$ cat config.mk
export PLATFORM = sky130hd
export DESIGN_NAME = i2c_target_rx
export DESIGN_NICKNAME = d
export VERILOG_FILES = /design/src/rtl/i2c_target_rx.sv
export SDC_FILE = /design/constraint.sdc
export NUM_CORES = 1
export LEC_CHECK = 0
export CAP_MARGIN = 25
export CORE_ASPECT_RATIO = 0.7
export CORE_UTILIZATION = 46
export DETAILED_ROUTE_END_ITERATION = 6
export PLACE_DENSITY = 0.78
export SYNTH_ARGS = -nofsm -noshare
export SYNTH_HDL_FRONTEND = slang
export SYNTH_SLANG_ARGS = --single-unit
$ cat constraint.sdc
create_clock -name clk -period 1.59 [get_ports clk]
set_input_delay 0.3975 -clock clk [delete_from_list [all_inputs] [get_ports clk]]
set_output_delay 0.3975 -clock clk [all_outputs]
set_load 0.01 [all_outputs]
$ cat src/rtl/i2c_target_rx.sv
// i2c_target_rx: I2C target write receiver; ACKs its own write address and deserialises data bytes.
module i2c_target_rx #(
    parameter logic [6:0] SLAVE_ADDR  = 7'h50,
    parameter int         SYNC_STAGES = 2
) (
    input  logic       clk,
    input  logic       reset,
    input  logic       scl_in,
    input  logic       sda_in,
    output logic       sda_oe,
    output logic [7:0] rx_data,
    output logic       rx_valid,
    input  logic       data_ack,
    output logic       addr_match,
    output logic       busy,
    output logic       stop_det,
    output logic       nack_sent
);
    typedef enum logic [2:0] {IDLE, ADDR, ADDR_ACK, DATA, DATA_ACK, IGNORE} state_t;
    state_t state, state_n;
    logic [SYNC_STAGES-1:0] scl_sync, sda_sync;
    logic scl_q, sda_q, scl_s, sda_s;
    logic [2:0] bit_cnt, bit_cnt_n;
    logic [7:0] shift, shift_n, rx_data_n;
    logic full, full_n, pend, pend_n, acked, acked_n;
    logic sda_oe_n, addr_match_n, busy_n, stop_det_n, nack_sent_n;
    logic scl_rise, scl_fall, start, stop;
    assign scl_s    = scl_sync[SYNC_STAGES-1];
    assign sda_s    = sda_sync[SYNC_STAGES-1];
    assign scl_rise = scl_s & ~scl_q;
    assign scl_fall = ~scl_s & scl_q;
    assign start    = scl_s & scl_q & sda_q & ~sda_s;
    assign stop     = scl_s & scl_q & ~sda_q & sda_s;
    always_comb begin
        state_n      = state;
        bit_cnt_n    = bit_cnt;
        shift_n      = shift;
        full_n       = full;
        acked_n      = acked;
        pend_n       = 1'b0;
        sda_oe_n     = sda_oe;
        addr_match_n = addr_match;
        busy_n       = busy;
        stop_det_n   = 1'b0;
        nack_sent_n  = 1'b0;
        rx_data_n    = pend ? shift : rx_data;
        if (start) begin
            state_n      = ADDR;
            bit_cnt_n    = 3'd0;
            full_n       = 1'b0;
            busy_n       = 1'b1;
            sda_oe_n     = 1'b0;
            addr_match_n = 1'b0;
        end else if (stop) begin
            state_n      = IDLE;
            bit_cnt_n    = 3'd0;
            full_n       = 1'b0;
            busy_n       = 1'b0;
            sda_oe_n     = 1'b0;
            addr_match_n = 1'b0;
            stop_det_n   = 1'b1;
        end else if ((state == ADDR || state == DATA) && scl_rise && !full) begin
            shift_n   = {shift[6:0], sda_s};
            full_n    = bit_cnt == 3'd7;
            bit_cnt_n = bit_cnt == 3'd7 ? bit_cnt : bit_cnt + 3'd1;
            pend_n    = state == DATA && bit_cnt == 3'd7;
        end else if (scl_fall) begin
            // Each fall either closes a full byte or ends an ACK slot.
            if (state == ADDR && full) begin
                full_n       = 1'b0;
                sda_oe_n     = shift == {SLAVE_ADDR, 1'b0};
                addr_match_n = shift == {SLAVE_ADDR, 1'b0};
                state_n      = shift == {SLAVE_ADDR, 1'b0} ? ADDR_ACK : IGNORE;
            end else if (state == DATA && full) begin
                full_n      = 1'b0;
                sda_oe_n    = data_ack;
                acked_n     = data_ack;
                nack_sent_n = ~data_ack;
                state_n     = DATA_ACK;
            end else if (state == ADDR_ACK || state == DATA_ACK) begin
                sda_oe_n  = 1'b0;
                bit_cnt_n = 3'd0;
                state_n   = (state == ADDR_ACK || acked) ? DATA : IGNORE;
            end
        end
    end
    always_ff @(posedge clk) begin
        if (!reset) begin
            scl_sync   <= '1;
            sda_sync   <= '1;
            scl_q      <= 1'b1;
            sda_q      <= 1'b1;
            state      <= IDLE;
            bit_cnt    <= 3'd0;
            shift      <= 8'h00;
            full       <= 1'b0;
            pend       <= 1'b0;
            acked      <= 1'b0;
            sda_oe     <= 1'b0;
            rx_data    <= 8'h00;
            rx_valid   <= 1'b0;
            addr_match <= 1'b0;
            busy       <= 1'b0;
            stop_det   <= 1'b0;
            nack_sent  <= 1'b0;
        end else begin
            scl_sync   <= {scl_sync[SYNC_STAGES-2:0], scl_in};
            sda_sync   <= {sda_sync[SYNC_STAGES-2:0], sda_in};
            scl_q      <= scl_s;
            sda_q      <= sda_s;
            state      <= state_n;
            bit_cnt    <= bit_cnt_n;
            shift      <= shift_n;
            full       <= full_n;
            pend       <= pend_n;
            acked      <= acked_n;
            sda_oe     <= sda_oe_n;
            rx_data    <= rx_data_n;
            rx_valid   <= pend;
            addr_match <= addr_match_n;
            busy       <= busy_n;
            stop_det   <= stop_det_n;
            nack_sent  <= nack_sent_n;
        end
    end
endmodule

======== Word level (Yosys, flattened, before mapping) ========
Index checks and enable logic that the tools add are counted.
storage, ports and cells
  register bits ........................... 37
  input port bits ......................... 5
  output and inout port bits .............. 14
  word-level logic and storage cells ...... 100
cells by class
  add/subtract/negate cells ............... 1
  equal/unequal tests ..................... 10
  muxes and demuxes ....................... 25
  bitwise operators ....................... 19
  reductions and logical operators ........ 27
operator list
  kind                   number
  $mux W3                11
  $mux W1                14
  $not A1 Y1             12
  $reduce_and A3 Y1      4
  $reduce_bool A3 Y1     3
  $eq A8 B8 Y1 const B   1
  $and A1 B1 Y1          7
  $reduce_or A7 Y1       1
  $eq A3 B2 Y1 const B   2
  $eq A3 B3 Y1 const B   2
  $ne A2 B2 Y1 const B   3
  $reduce_and A6 Y1      1
  $reduce_bool A2 Y1     3
  $logic_and A1 B1 Y1    5
  $reduce_and A5 Y1      1
  $reduce_bool A5 Y1     1
  $reduce_or A4 Y1       1
  $add A3 B1 Y3 const B  1
  $eq A3 B1 Y1 const B   1
  $logic_or A1 B1 Y1     3
  $ne A3 B3 Y1 const B   1
  $reduce_or A3 Y1       1
  $reduce_and A2 Y1      1
  $reduce_or A2 Y1       1
  $logic_not A1 Y1       1

======== Depth between registers and ports, before layout ========
Gate-level depths: netlist of the first run.
  depth after elaboration ................. 10
  depth in mapped cells ................... 5
  mapped depth without buffers ............ 5

======== Least setup slack after synthesis of the first run ========
OpenSTA, ideal clock, no wires.
  path type ............................... reg2reg
  start ................................... register shift[2]
  end ..................................... register state[2]
  library setup time ...................... 0.116 ns
  arrival ................................. 1.569 ns
  required time ........................... 1.474 ns
  slack ................................... -0.095 ns
  stages on the path, launching flop included .. 5
  path buffers ............................ 0
  period minus slack after synthesis ...... 1.685 ns
  cells stage by stage .................... dfxtp_1 or4_4 or4_4 o211a_1 a31o_1
on the way
  word-level cells in the longest chain between the ends .. 3
ends and longest elaborated chain
  what                    line  RTL
  from (decl)             24    logic [7:0] shift, shift_n, rx_data_n;
  from (signal assigned)  113   shift <= shift_n;
  $eq A8 B8 Y1            73    state_n = shift == {SLAVE_ADDR, 1'b0} ? ADDR_ACK : IGNORE;
  $mux W3                 73
  $mux W3                 69    if (state == ADDR && full) begin
  to (signal assigned)    111   state <= state_n;
  to (decl)               20    state_t state, state_n;
Every way passes these cells.
A chain may end at the register's enable or synchronous reset.

======== Worst setup path after layout of the first run ========
Ends and elaborated chain as after synthesis.

==> flow_metrics.env, run 1 <==
export IMPL_finalHoldViolCount=0
export IMPL_cts_max_level=2
export IMPL_nets=199
export IMPL_reg2reg_depth=4
export IMPL_final_setup_tns_ns=-0.299
export IMPL_cts_sinks=37
export IMPL_wl_per_cell_um=14.2
export IMPL_finalNonFillerCells=229
export IMPL_seqPwrFrac=0.544
export IMPL_cp_num_cells=4
export IMPL_coreArea_mm2=0.00292
export IMPL_ys_ff_latch=37
export IMPL_r2r_start="shift[2]"
export IMPL_vias_per_cell=5.49
export IMPL_max_freq_ghz=0.570
export IMPL_io_pins=19
export IMPL_postPlaceCellArea_mm2=0.00178
export IMPL_synth_flop_cell="dfxtp_1"
export IMPL_routed_wl_um=3240
export IMPL_pwr_share_comb=0.042
export IMPL_cts_buffers=5
export IMPL_synth_net_count=168
export IMPL_p_leak_nw=0.811
export IMPL_drt_first_pass_iters=4
export IMPL_fin_crit_sh=1.10
export IMPL_grt_pass1_vias=1249
export IMPL_ys_seq_area_frac=0.499
export IMPL_ir_drop_v=0.000614
export IMPL_grt_pass1_wl_um=5440
export IMPL_path_cells="or4_4, or4_4, o211a_1, a31o_1"
export IMPL_ant_nets=0
export IMPL_numPortBuffers=18
export IMPL_grt_max_degree=18
export IMPL_period_needed_ns=1.75
export IMPL_num_vias=1258
export IMPL_cellPowerDensity_mw_per_mm2=909
export IMPL_swShare=0.214
export IMPL_finalWorstSetupSlack_ns=-0.163
export IMPL_yosysTopAreaCell="dfxtp_1"
export IMPL_slew_violations=0
export IMPL_reg2reg_slack_ns=-0.16
export IMPL_worst_pin_slew_ns=0.518
export IMPL_cp_arrival_ns=1.94
export IMPL_cts_root_buf="clkbuf_8"
export IMPL_clock_latency_ns=0.29
export IMPL_holdWs_ns=0.414
export IMPL_drc_errors=0
export IMPL_cap_violations=0
export IMPL_cp_num_buf_inv=0
export IMPL_crit_family="simple AND/OR/NAND/NOR gates"
export IMPL_worst_path_max_delay_cell="or4_4"
export IMPL_crit_type="reg2reg"
export IMPL_die_w_um=69.9
export IMPL_max_slew_margin_rel=0.654
export IMPL_cts_tree="built"
export IMPL_outcome="complete, but fails checks"
export IMPL_end_kind="flip-flop"
export IMPL_final_area_mm2=0.00191
export IMPL_dp_hpwl_um=2340
export IMPL_clockPowerShare=0.414
export IMPL_violations="negative setup slack"
export IMPL_regToRegEndpoint="state[2]"
export IMPL_ys_types=36
export IMPL_dp_cells=220
export IMPL_synth_edf_count=0
export IMPL_track_usage=0.208
export IMPL_rows=16
export IMPL_yosysMostFrequentCell="dfxtp_1"
export IMPL_fin_skew_ns=0.00503
export IMPL_final_setup_viol_count=3
export IMPL_antenna_found_initial=0
export IMPL_cts_max_path_buffers=2
export IMPL_p_sw_uw=372
export IMPL_gp_congestion=0.899
export IMPL_ys_top_cells_by_count="dfxtp_1 (37), nand2_1 (18), a21oi_1 (15), nor2_1 (14), mux2i_1 (9)"
export IMPL_synth_area_mm2=0.00149
export IMPL_die_y_um=49.5
export IMPL_start_util=0.508
export IMPL_die_area_mm2=0.00346
export IMPL_place_ws_ns=-0.133
export IMPL_async_reset_ff_frac=0
export IMPL_synth_top_cell_area_share=0.499
export IMPL_layout_drive_gt1_share=0.150
export IMPL_rsz0062_at_grt="yes"
export IMPL_synthTopCellsByArea="dfxtp_1 (50%), mux2i_1 (6.1%), a21oi_1 (5.1%)"
export IMPL_grt_overflow=0
export IMPL_drt_initial_drc_count=65
export IMPL_ys_warn_count=0
export IMPL_hold_class="reg2reg"
export IMPL_endpoint="state[2]"
export IMPL_clkSlewWorstSetupHoldPaths_ns=0.07
export IMPL_internal_power_mw=1.36
export IMPL_cp_max_fo=2
export IMPL_cp_start_kind="flip-flop"
export IMPL_critPathRequiredTime_ns=1.77
export IMPL_cp_startpoint="shift[2]"
export IMPL_area_growth_pct=28.4
export IMPL_cpMostUsedCell="or4_4"
export IMPL_avgSynthCellArea_um2=9.22
export IMPL_synthCells=161
export IMPL_slowest_delay_ns=0.52
export IMPL_n_antenna_cell=0
stage by stage:
step,power [mW],util
floorplan,1.00,-
global placement,1.04,0.610
detailed placement,1.04,0.610
CTS,1.75,0.647
global route,1.80,0.652
finish,1.73,0.652
worst reg2reg max path, cell delays in order, from the launching register on:
cell and delay [ns]:
dfxtp_2 0.32, or4_4 0.52, or4_4 0.43, o211a_1 0.15, a31o_1 0.22
logic make-up (layout without fill, tap and decap cells):
| group | Yosys count | after routing | share of synthesized area |
|---|---|---|---|
| xor+xnor | 2 | 2 | 0.0118 |
| flops | 37 | 37 | 0.499 |
| compound gates | 34 | 34 | 0.146 |
| mux | 9 | 9 | 0.0607 |
| simple gates | 66 | 66 | 0.233 |
| fa+ha+maj | 2 | 2 | 0.0168 |
| buf+inv | 11 | 43 | 0.0329 |
timing repair:
item | CTS | global route
endpoints found under the hold margin | 0 | 0
gates resized for setup | 3 | 7
pin swaps | 1 | 0
setup buffers | 1 | 0
setup endpoints to repair | 4 | 14
hold buffers | 0 | 0
per-layer routing:
metal | track usage | part of all wire
met5 | 0 | 0
met4 | 0.120 | 0.027
met3 | 0.0532 | 0.060
met1 | 0.251 | 0.45
met2 | 0.338 | 0.46
power by group through the flow:
stage / registers (mW) / logic [mW] / clock network (mW)
after global placement: 0.964 / 0.0722 / 0
after CTS: 0.942 / 0.0731 / 0.737
final: 0.943 / 0.0734 / 0.718
after detailed placement: 0.964 / 0.0732 / 0
after floorplan: 0.964 / 0.0379 / 0
after global routing: 0.944 / 0.0805 / 0.778
worst min path at each step:
stage                startpoint           to  slack [ns]  cells past startpoint
floorplan           scl_sync[0]  scl_sync[1]        0.39                      1
global placement    sda_sync[0]  sda_sync[1]        0.39                      1
detailed placement  sda_sync[0]  sda_sync[1]        0.40                      1
CTS                 sda_sync[0]  sda_sync[1]        0.41                      1
global route        sda_sync[0]  sda_sync[1]        0.43                      1
finish              sda_sync[0]  sda_sync[1]        0.41                      1
cell usage in the layout, fill, tap and decap left out, types with 2 or more instances in the layout:
master           instances
nand3_1                  4
o21ai_1                  2
or4_4                    2
o211a_1                  2
mux2i_1                  9
nand2_1                 18
a31oi_1                  2
o211ai_1                 2
clkbuf_8                 7
inv_1                    3
a21oi_1                 15
ha_1                     2
o21ai_0                  2
o21a_1                   3
dlymetal6s2s_1           6
nand2b_1                 7
nand3b_1                 4
nor3_1                   7
dfxtp_1                 36
nor2_1                  14
xnor2_1                  2
buf_4                   13
dlygate4sd2_1            2
clkdlybuf4s50_1         10
registers in the layout, summed over array words and instances, names as in the netlist, 2 cells and up:
register and count:
state 3, rx_data 8, scl_sync 2, sda_sync 2, shift 8, bit_cnt 3
cell type report:
| cell class | instances | area [um2] |
|---|---|---|
| multi-input cells | 113 | 697 |
| inverters | 3 | 11.3 |
| repair buffers | 32 | 310 |
| well taps | 36 | 45.0 |
| clock buffers | 7 | 96.3 |
| flip-flops and latches | 37 | 742 |
| fillers | 245 | 1020 |
| clock inverters | 1 | 5.00 |
(Power assumes the default switching activity.)
==> run 2: changes to the inputs <==
--- a/config.mk
+++ b/config.mk
@@ -9,7 +9,8 @@
 export CORE_ASPECT_RATIO = 0.7
 export CORE_UTILIZATION = 46
 export DETAILED_ROUTE_END_ITERATION = 6
-export PLACE_DENSITY = 0.78
+export PLACE_DENSITY = 0.77
 export SYNTH_ARGS = -nofsm -noshare
 export SYNTH_HDL_FRONTEND = slang
 export SYNTH_SLANG_ARGS = --single-unit
+export TNS_END_PERCENT = 1
==> run 2 against run 1 <==
- the flow still finishes with violations (negative setup slack)
- routed wire length is 1.6% lower
- clock power is 9.3% lower
- worst setup slack better by 0.044 ns
==> flow_metrics.env, run 2 (synthesis gave the netlist of run 1 again) <==
export IMPL_reg2reg_depth=4
export IMPL_swShare=0.212
export IMPL_rsz0062_at_grt="yes"
export IMPL_cap_violations=0
export IMPL_hold_class="reg2reg"
export IMPL_end_kind="flip-flop"
export IMPL_p_sw_uw=353
export IMPL_die_area_mm2=0.00346
export IMPL_drt_first_pass_iters=4
export IMPL_ir_drop_v=0.000566
export IMPL_cts_tree="built"
export IMPL_cts_sinks=37
export IMPL_wl_per_cell_um=13.9
export IMPL_outcome="complete, but fails checks"
export IMPL_max_freq_ghz=0.585
export IMPL_cp_start_kind="flip-flop"
export IMPL_routed_wl_um=3190
export IMPL_hold_end="scl_sync[1]"
export IMPL_gp_congestion=0.881
export IMPL_power_mw=1.67
export IMPL_p_leak_nw=0.729
export IMPL_final_common_cell="dfxtp_1"
export IMPL_timing_hold_worst_path_depth=1
export IMPL_routed_top_layer="met4"
export IMPL_die_w_um=69.9
export IMPL_dp_hpwl_um=2330
export IMPL_pwr_share_comb=0.045
export IMPL_internal_power_mw=1.32
export IMPL_cellPowerDensity_mw_per_mm2=883
export IMPL_clockPowerShare=0.390
export IMPL_die_y_um=49.5
export IMPL_holdCritStartpoint="scl_sync[0]"
export IMPL_finalHoldViolCount=0
export IMPL_max_slew_margin_rel=0.665
export IMPL_fin_skew_ns=0.00515
export IMPL_seqPwrFrac=0.565
export IMPL_cts_buffers=5
export IMPL_final_setup_tns_ns=-0.177
export IMPL_cp_max_fo=2
export IMPL_cts_max_level=2
export IMPL_io_pins=19
export IMPL_layout_drive_gt1_share=0.145
export IMPL_grt_pass1_vias=1129
export IMPL_n_antenna_cell=0
export IMPL_rows=16
export IMPL_drt_met1_wl_um=1540
export IMPL_grt_pass1_wl_um=5350
export IMPL_coreArea_mm2=0.00292
export IMPL_reg2reg_slack_ns=-0.12
export IMPL_critPathRequiredTime_ns=1.77
export IMPL_worst_pin_slew_ns=0.502
export IMPL_fin_crit_sh=1.07
export IMPL_numPortBuffers=18
export IMPL_slew_violations=0
export IMPL_cp_arrival_ns=1.89
export IMPL_vias_per_cell=5.42
export IMPL_crit_type="reg2reg"
export IMPL_violations="negative setup slack"
export IMPL_cts_max_path_buffers=2
export IMPL_top_regs="rx_data (8), shift (8)"
export IMPL_wl_met2_um=1450
export IMPL_ant_nets=0
export IMPL_cts_root_buf="clkbuf_8"
export IMPL_finalCoreUtilization=0.647
export IMPL_drc_errors=0
export IMPL_track_usage=0.200
export IMPL_final_setup_viol_count=2
export IMPL_start_util=0.508
export IMPL_final_cell_mix="dfxtp_1 (35), nand2_1 (18), a21oi_1 (15), clkdlybuf4s50_1 (15)"
export IMPL_nets=200
export IMPL_clock_latency_ns=0.28
export IMPL_finalWorstSetupSlack_ns=-0.119
export IMPL_grt_overflow=0
export IMPL_regToRegEndpoint="state[2]"
export IMPL_r2r_start="shift[2]"
export IMPL_drt_initial_drc_count=73
export IMPL_num_vias=1241
export IMPL_grt_max_degree=18
export IMPL_clkSlewWorstSetupHoldPaths_ns=0.07
export IMPL_antenna_found_initial=0
export IMPL_area_growth_pct=27.3
export IMPL_postPlaceCellArea_mm2=0.00180
export IMPL_final_area_mm2=0.00189
export IMPL_period_needed_ns=1.71
export IMPL_met3_length_um=163
run 2: layout make-up:
cell class,count,area [um2]
Tap cell,36,45.0
Fill cell,242,1030
Inverter,3,11.3
Clock buffer,7,86.3
Multi-Input combinational cell,113,696
Timing Repair Buffer,33,309
Sequential cell,37,743
run 2: worst max path at each step:
stage,slack [ns],start,depth (start not counted),end
finish,-0.12,shift[2],4,state[2]
global route,-0.16,shift[2],4,state[2]
CTS,-0.11,shift[3],4,state[2]
detailed placement,-0.11,shift[2],4,state[2]
global placement,-0.08,shift[2],4,state[2]
floorplan,-0.09,shift[2],4,state[2]
run 2: worst max-delay path, stage by stage (launching register included):
cell,delay [ns]
dfxtp_2,0.32
or4_4,0.52
or4_4,0.43
o211a_1,0.14
a31o_1,0.20
run 2: power groups by stage:
| stage | clock network, mW | registers (mW) | logic (mW) |
|---|---|---|---|
| 6_report | 0.651 | 0.943 | 0.0756 |
| 5_1_grt | 0.707 | 0.944 | 0.0828 |
| 4_1_cts | 0.667 | 0.942 | 0.0750 |
| 3_5_place_dp | 0 | 0.964 | 0.0757 |
| 3_3_place_gp | 0 | 0.963 | 0.0741 |
| 2_1_floorplan | 0 | 0.964 | 0.0379 |
run 2: routing by layer:
metal / vias up / GRT usage
li1: 624 / -
met1: 573 / 0.270
met2: 37 / 0.306
met3: 7 / 0.0552
met4: 0 / 0.0767
met5: - / 0
run 2: what timing repair did:
item / 4_1_cts / 5_1_grt
buffers inserted: 0 / 0
endpoints found under the hold margin: 0 / 0
hold buffers: 0 / 0
pin swaps: 0 / 0
endpoints found under the setup margin: 3 / 5
gates resized for setup: 2 / 3
run 2: stage by stage:
stage	hold WS, ns	setup WS (ns)	cells
after floorplan	0.386	-0.0949	161
after global placement	0.392	-0.0847	222
after detailed placement	0.395	-0.106	222
after CTS	0.411	-0.113	229
after global routing	0.441	-0.164	229
final	0.413	-0.119	229
==> RTL change 1: new RTL, config.mk and constraints of run 1 <==
`SYNC_STAGES`: 2 -> 4.
--- a/src/rtl/i2c_target_rx.sv
+++ b/src/rtl/i2c_target_rx.sv
@@ -1,7 +1,7 @@
 // i2c_target_rx: I2C target write receiver; ACKs its own write address and deserialises data bytes.
 module i2c_target_rx #(
     parameter logic [6:0] SLAVE_ADDR  = 7'h50,
-    parameter int         SYNC_STAGES = 2
+    parameter int         SYNC_STAGES = 4
 ) (
     input  logic       clk,
     input  logic       reset,
Formal check against the unedited RTL: not equivalent (a bounded check fails within 4 cycles, from zero or initial values and one cycle with reset low).
==> RTL change 1 against run 1 <==
  * Final area rose by 4.6%
  * Fmax rose by 13%
  * Wire length rose by 1.7%
  * Synthesized area rose by 9.9%
  * Setup slack improved by 0.21 ns
  * Synthesized cell count rose by 6.8%
  * Sequential cell count rose by 4
  * Final cell count rose by 5.7%
  * Clock power fell by 6.7%
  * Power rose by 1.8%
  * Via count rose by 0.40%
  * Critical path type is now reg2out
==> RTL change 1: results (changes against run 1) <==
- Synth Area in Adders: 1.53% (-0.15 points)
- First-pass GRT wire length: 5530 um (+1.6%)
- CP arrival: 1.15 ns (-0.79 ns)
- Unique masters post-synth: 39 (+8.3%)
- Status: finished, final reports clean
- Post-Synth XOR/XNOR Area: 1.07% (-0.11 points)
- Met3 Use GR: 5.81% (+0.50 points)
- Layout cells sized above 1: 10.3% (-4.8 points)
- ClkCell Share: 4.33% (-0.99 points)
- Metal3 WL: 202 um (+4.1%)
- Syn Inst Count: 172 (+6.8%)
- Met2 WL: 1380 um (-8.6%)
- Vias post-DR: 1,263 (+0.40%)
- Met1 Use GR: 26.3% (+1.2 points)
- Slowest cell on the critical path: clkdlybuf4s50_1
- Signal buf overhead: 13.0% (-3.2 points)
- DP HPWL: 2300 um (-1.6%)
- Area of the multi-input gates: 761 um2 (+9.2%)
- Post-synthesis mux area share: 5.52% (-0.55 points)
- Sink Count: 41 (+11%)
- Reg area: 821 um2 (+11%)
- Multi-In Gates: 120 (+6.2%)
- Complex-gate fraction of the synthesized area: 12.5% (-2.1 points)
- Crit path max-delay family: buffers and inverters
- Buffers, non-clock: 24 (-25%)
- GR Util met2: 29.0% (-4.8 points)
- Worst slew margin: 67.1% (+1.7 points)
-- RTL change 1: power by group --
group	switching (mW)	internal, mW	leakage (nW)	total (mW)
logic	0.0261	0.0297	0.527	0.0558
registers	0.00400	1.03	0.332	1.04
clock network	0.367	0.303	0.0439	0.670
total	0.398	1.37	0.903	1.76
-- RTL change 1: per-stage QoR --
| step | instance area, um2 | setup WS (ns) |
|---|---|---|
| after floorplan | 1630 | 0.142 |
| after global placement | 1880 | 0.136 |
| after detailed placement | 1880 | 0.0677 |
| after CTS | 1960 | 0.00397 |
| after global routing | 1990 | 0.0158 |
| final | 1990 | 0.0438 |
-- RTL change 1: worst paths after layout --
| check | from | to | slack (ns) |
|---|---|---|---|
| worst min register to register | scl_sync[1] | scl_sync[2] | 0.41 |
| worst max-delay path | rx_data[2] | rx_data[2] | 0.04 |
| worst min-delay path | scl_sync[1] | scl_sync[2] | 0.41 |
| worst max register to register | full | addr_match | 0.10 |
==> RTL change 2: new RTL, config.mk and constraints of run 1 <==
Without the edit above. Reset style: asynchronous (`reset`), changed in one clocked block.
--- a/src/rtl/i2c_target_rx.sv
+++ b/src/rtl/i2c_target_rx.sv
@@ -84,7 +84,7 @@
             end
         end
     end
-    always_ff @(posedge clk) begin
+    always_ff @(posedge clk or negedge reset) begin
         if (!reset) begin
             scl_sync   <= '1;
             sda_sync   <= '1;
Function: differs if reset is asserted again (counterexample within 4 cycles, from zero or initial values and one cycle with reset low); with reset held inactive, the same outputs for 10 cycles.
==> RTL change 2 against run 1 <==
  * Setup slack gained 0.22 ns
  * Global-route usage shrank 3.5 points
  * Wire length is 13% lower
  * Sequential cell count unchanged
  * Critical path depth decreased by 3
  * Clock skew grew 0.0055 ns
  * Synthesized area rose by 8.2%
  * Utilization is 2.5 points lower
  * Final area up 6.4%
  * Critical path type is now reg2out
  * Non-clock buffer count decreased by 8
  * Die area increased by 7.9%
Power is not compared: it rests on default switching activity, and its combinational part moved more than twofold at a synthesized area within 25%.
==> RTL change 2: results (changes against run 1) <==
- Pin count of the biggest net entering global routing: 38 (+20)
- CP arrival: 1.13 ns (-0.81 ns)
- First-pass GRT wire length: 4710 um (-13%)
- Metal3 WL: 157 um (-19%)
- GR Util met2: 22.9% (-11 points)
- Placed insts: 188 (-15%)
- Resized cells post-CTS: 2 (-1)
- CP max FO: 1 (-1)
- Signal inverters: 8 (+5)
- GPL Wtd Cong: 0.859 (-4.4%)
- Buffer count from post-CTS setup fixing: 0 (-1)
- Signal buf overhead: 13.3% (-3.0 points)
- Status: finished, final reports clean
- Vias per Instance: 5.28 (-4.0%)
- Buffers, non-clock: 24 (-25%)
- Unique masters post-synth: 42 (+17%)
- Hold_ws: 0.356 ns (-0.0576 ns)
- Synthesized Nets: 128 (-24%)
- Synth Area per Inst: 13.3 um2 (+44%)
- # fillers: 244 (-0.41%)
- Detailed Route Iter0 Violations: 97 (+49%)
- ClkCell Share: 5.67% (+0.36 points)
- Seq/Total Area, Yosys: 58.1% (+8.2 points)
- Met1 Use GR: 26.2% (+1.1 points)
- Area of the multi-input gates: 621 um2 (-11%)
- Met2 WL: 1210 um (-20%)
- Worst r2r src: scl_q
- Reg area: 935 um2 (+26%)
- Worst Hold End: scl_sync[1]
- Final setup vio count: 0 (-3)
- DP HPWL: 1980 um (-15%)
- Overall routing resource usage: 17.3% (-3.5 points)
- Setup slack, reg-to-reg: 0.08 ns (+0.24 ns)
- Top cells by count, synth: dfrtp_1, inv_1, mux2_2
- Ys async rst share: 100% (+100 points)
- Hold Crit Depth: 0 (-1)
- Slowest cell on the critical path: clkdlybuf4s50_1
- Layout cells sized above 1: 27.5% (+12 points)
- FF-to-FF path depth: 5 (+1)
- Final Routed Wirelength: 2820 um (-13%)
- Crit path max-delay family: buffers and inverters
- Vias post-DR: 1,034 (-18%)
- Yosys top cell by area: dfrtp_1
## RTL change 2: cell count changes in the layout (fill, tap and decap cells not counted), moves of 9 or more
| cell | change |
|---|---|
| a21oi_1 | -12 |
| dfxtp_1 | -36 |
| buf_4 | -9 |
| nand2_1 | -13 |
| dfrtp_1 | +30 |
## RTL change 2: worst max path at each step
stage          startpoint         end  slack (ns)
6_report        nack_sent   nack_sent        0.06
4_1_cts        rx_data[6]  rx_data[6]      0.0007
3_3_place_gp     state[2]    shift[0]         0.1
3_5_place_dp        scl_q  bit_cnt[1]        0.09
2_1_floorplan       scl_q    shift[1]        0.15
5_1_grt          stop_det    stop_det        0.01
## RTL change 2: power groups by stage
stage                     sequential, mW  clock, mW  combinational, mW
after global placement              1.18          0              0.307
final                               1.19      0.807              0.321
after global routing                1.20      0.860              0.345
after floorplan                     1.16          0              0.216
after CTS                           1.17      0.820              0.315
after detailed placement            1.19          0              0.314
## RTL change 2: kinds of logic (layout without fill, tap and decap cells)
| group | after synthesis | in the layout | synth area share (%) |
|---|---|---|---|
| flip-flops | 37 | 37 | 58.1 |
| buffers and inverters | 12 | 40 | 4.05 |
| adder cells (fa/ha/maj) | 2 | 2 | 1.56 |
| AND/OR/NAND/NOR | 29 | 29 | 11.0 |
| XOR/XNOR | 2 | 2 | 1.09 |
| multiplexers | 19 | 19 | 14.6 |
| AO/OA/AOI/OAI | 20 | 20 | 9.66 |
## RTL change 2: per-stage QoR
stage | setup WS [ns] | utilization, % | total power [mW] | instance area (um2)
after CTS | 0.000723 | 61.6 | 2.30 | 1990
after global routing | 0.0126 | 62.8 | 2.41 | 2030
after floorplan | 0.151 | - | 1.37 | 1610
after global placement | 0.0966 | 58.2 | 1.49 | 1880
after detailed placement | 0.0869 | 58.2 | 1.50 | 1880
final | 0.0597 | 62.8 | 2.32 | 2030
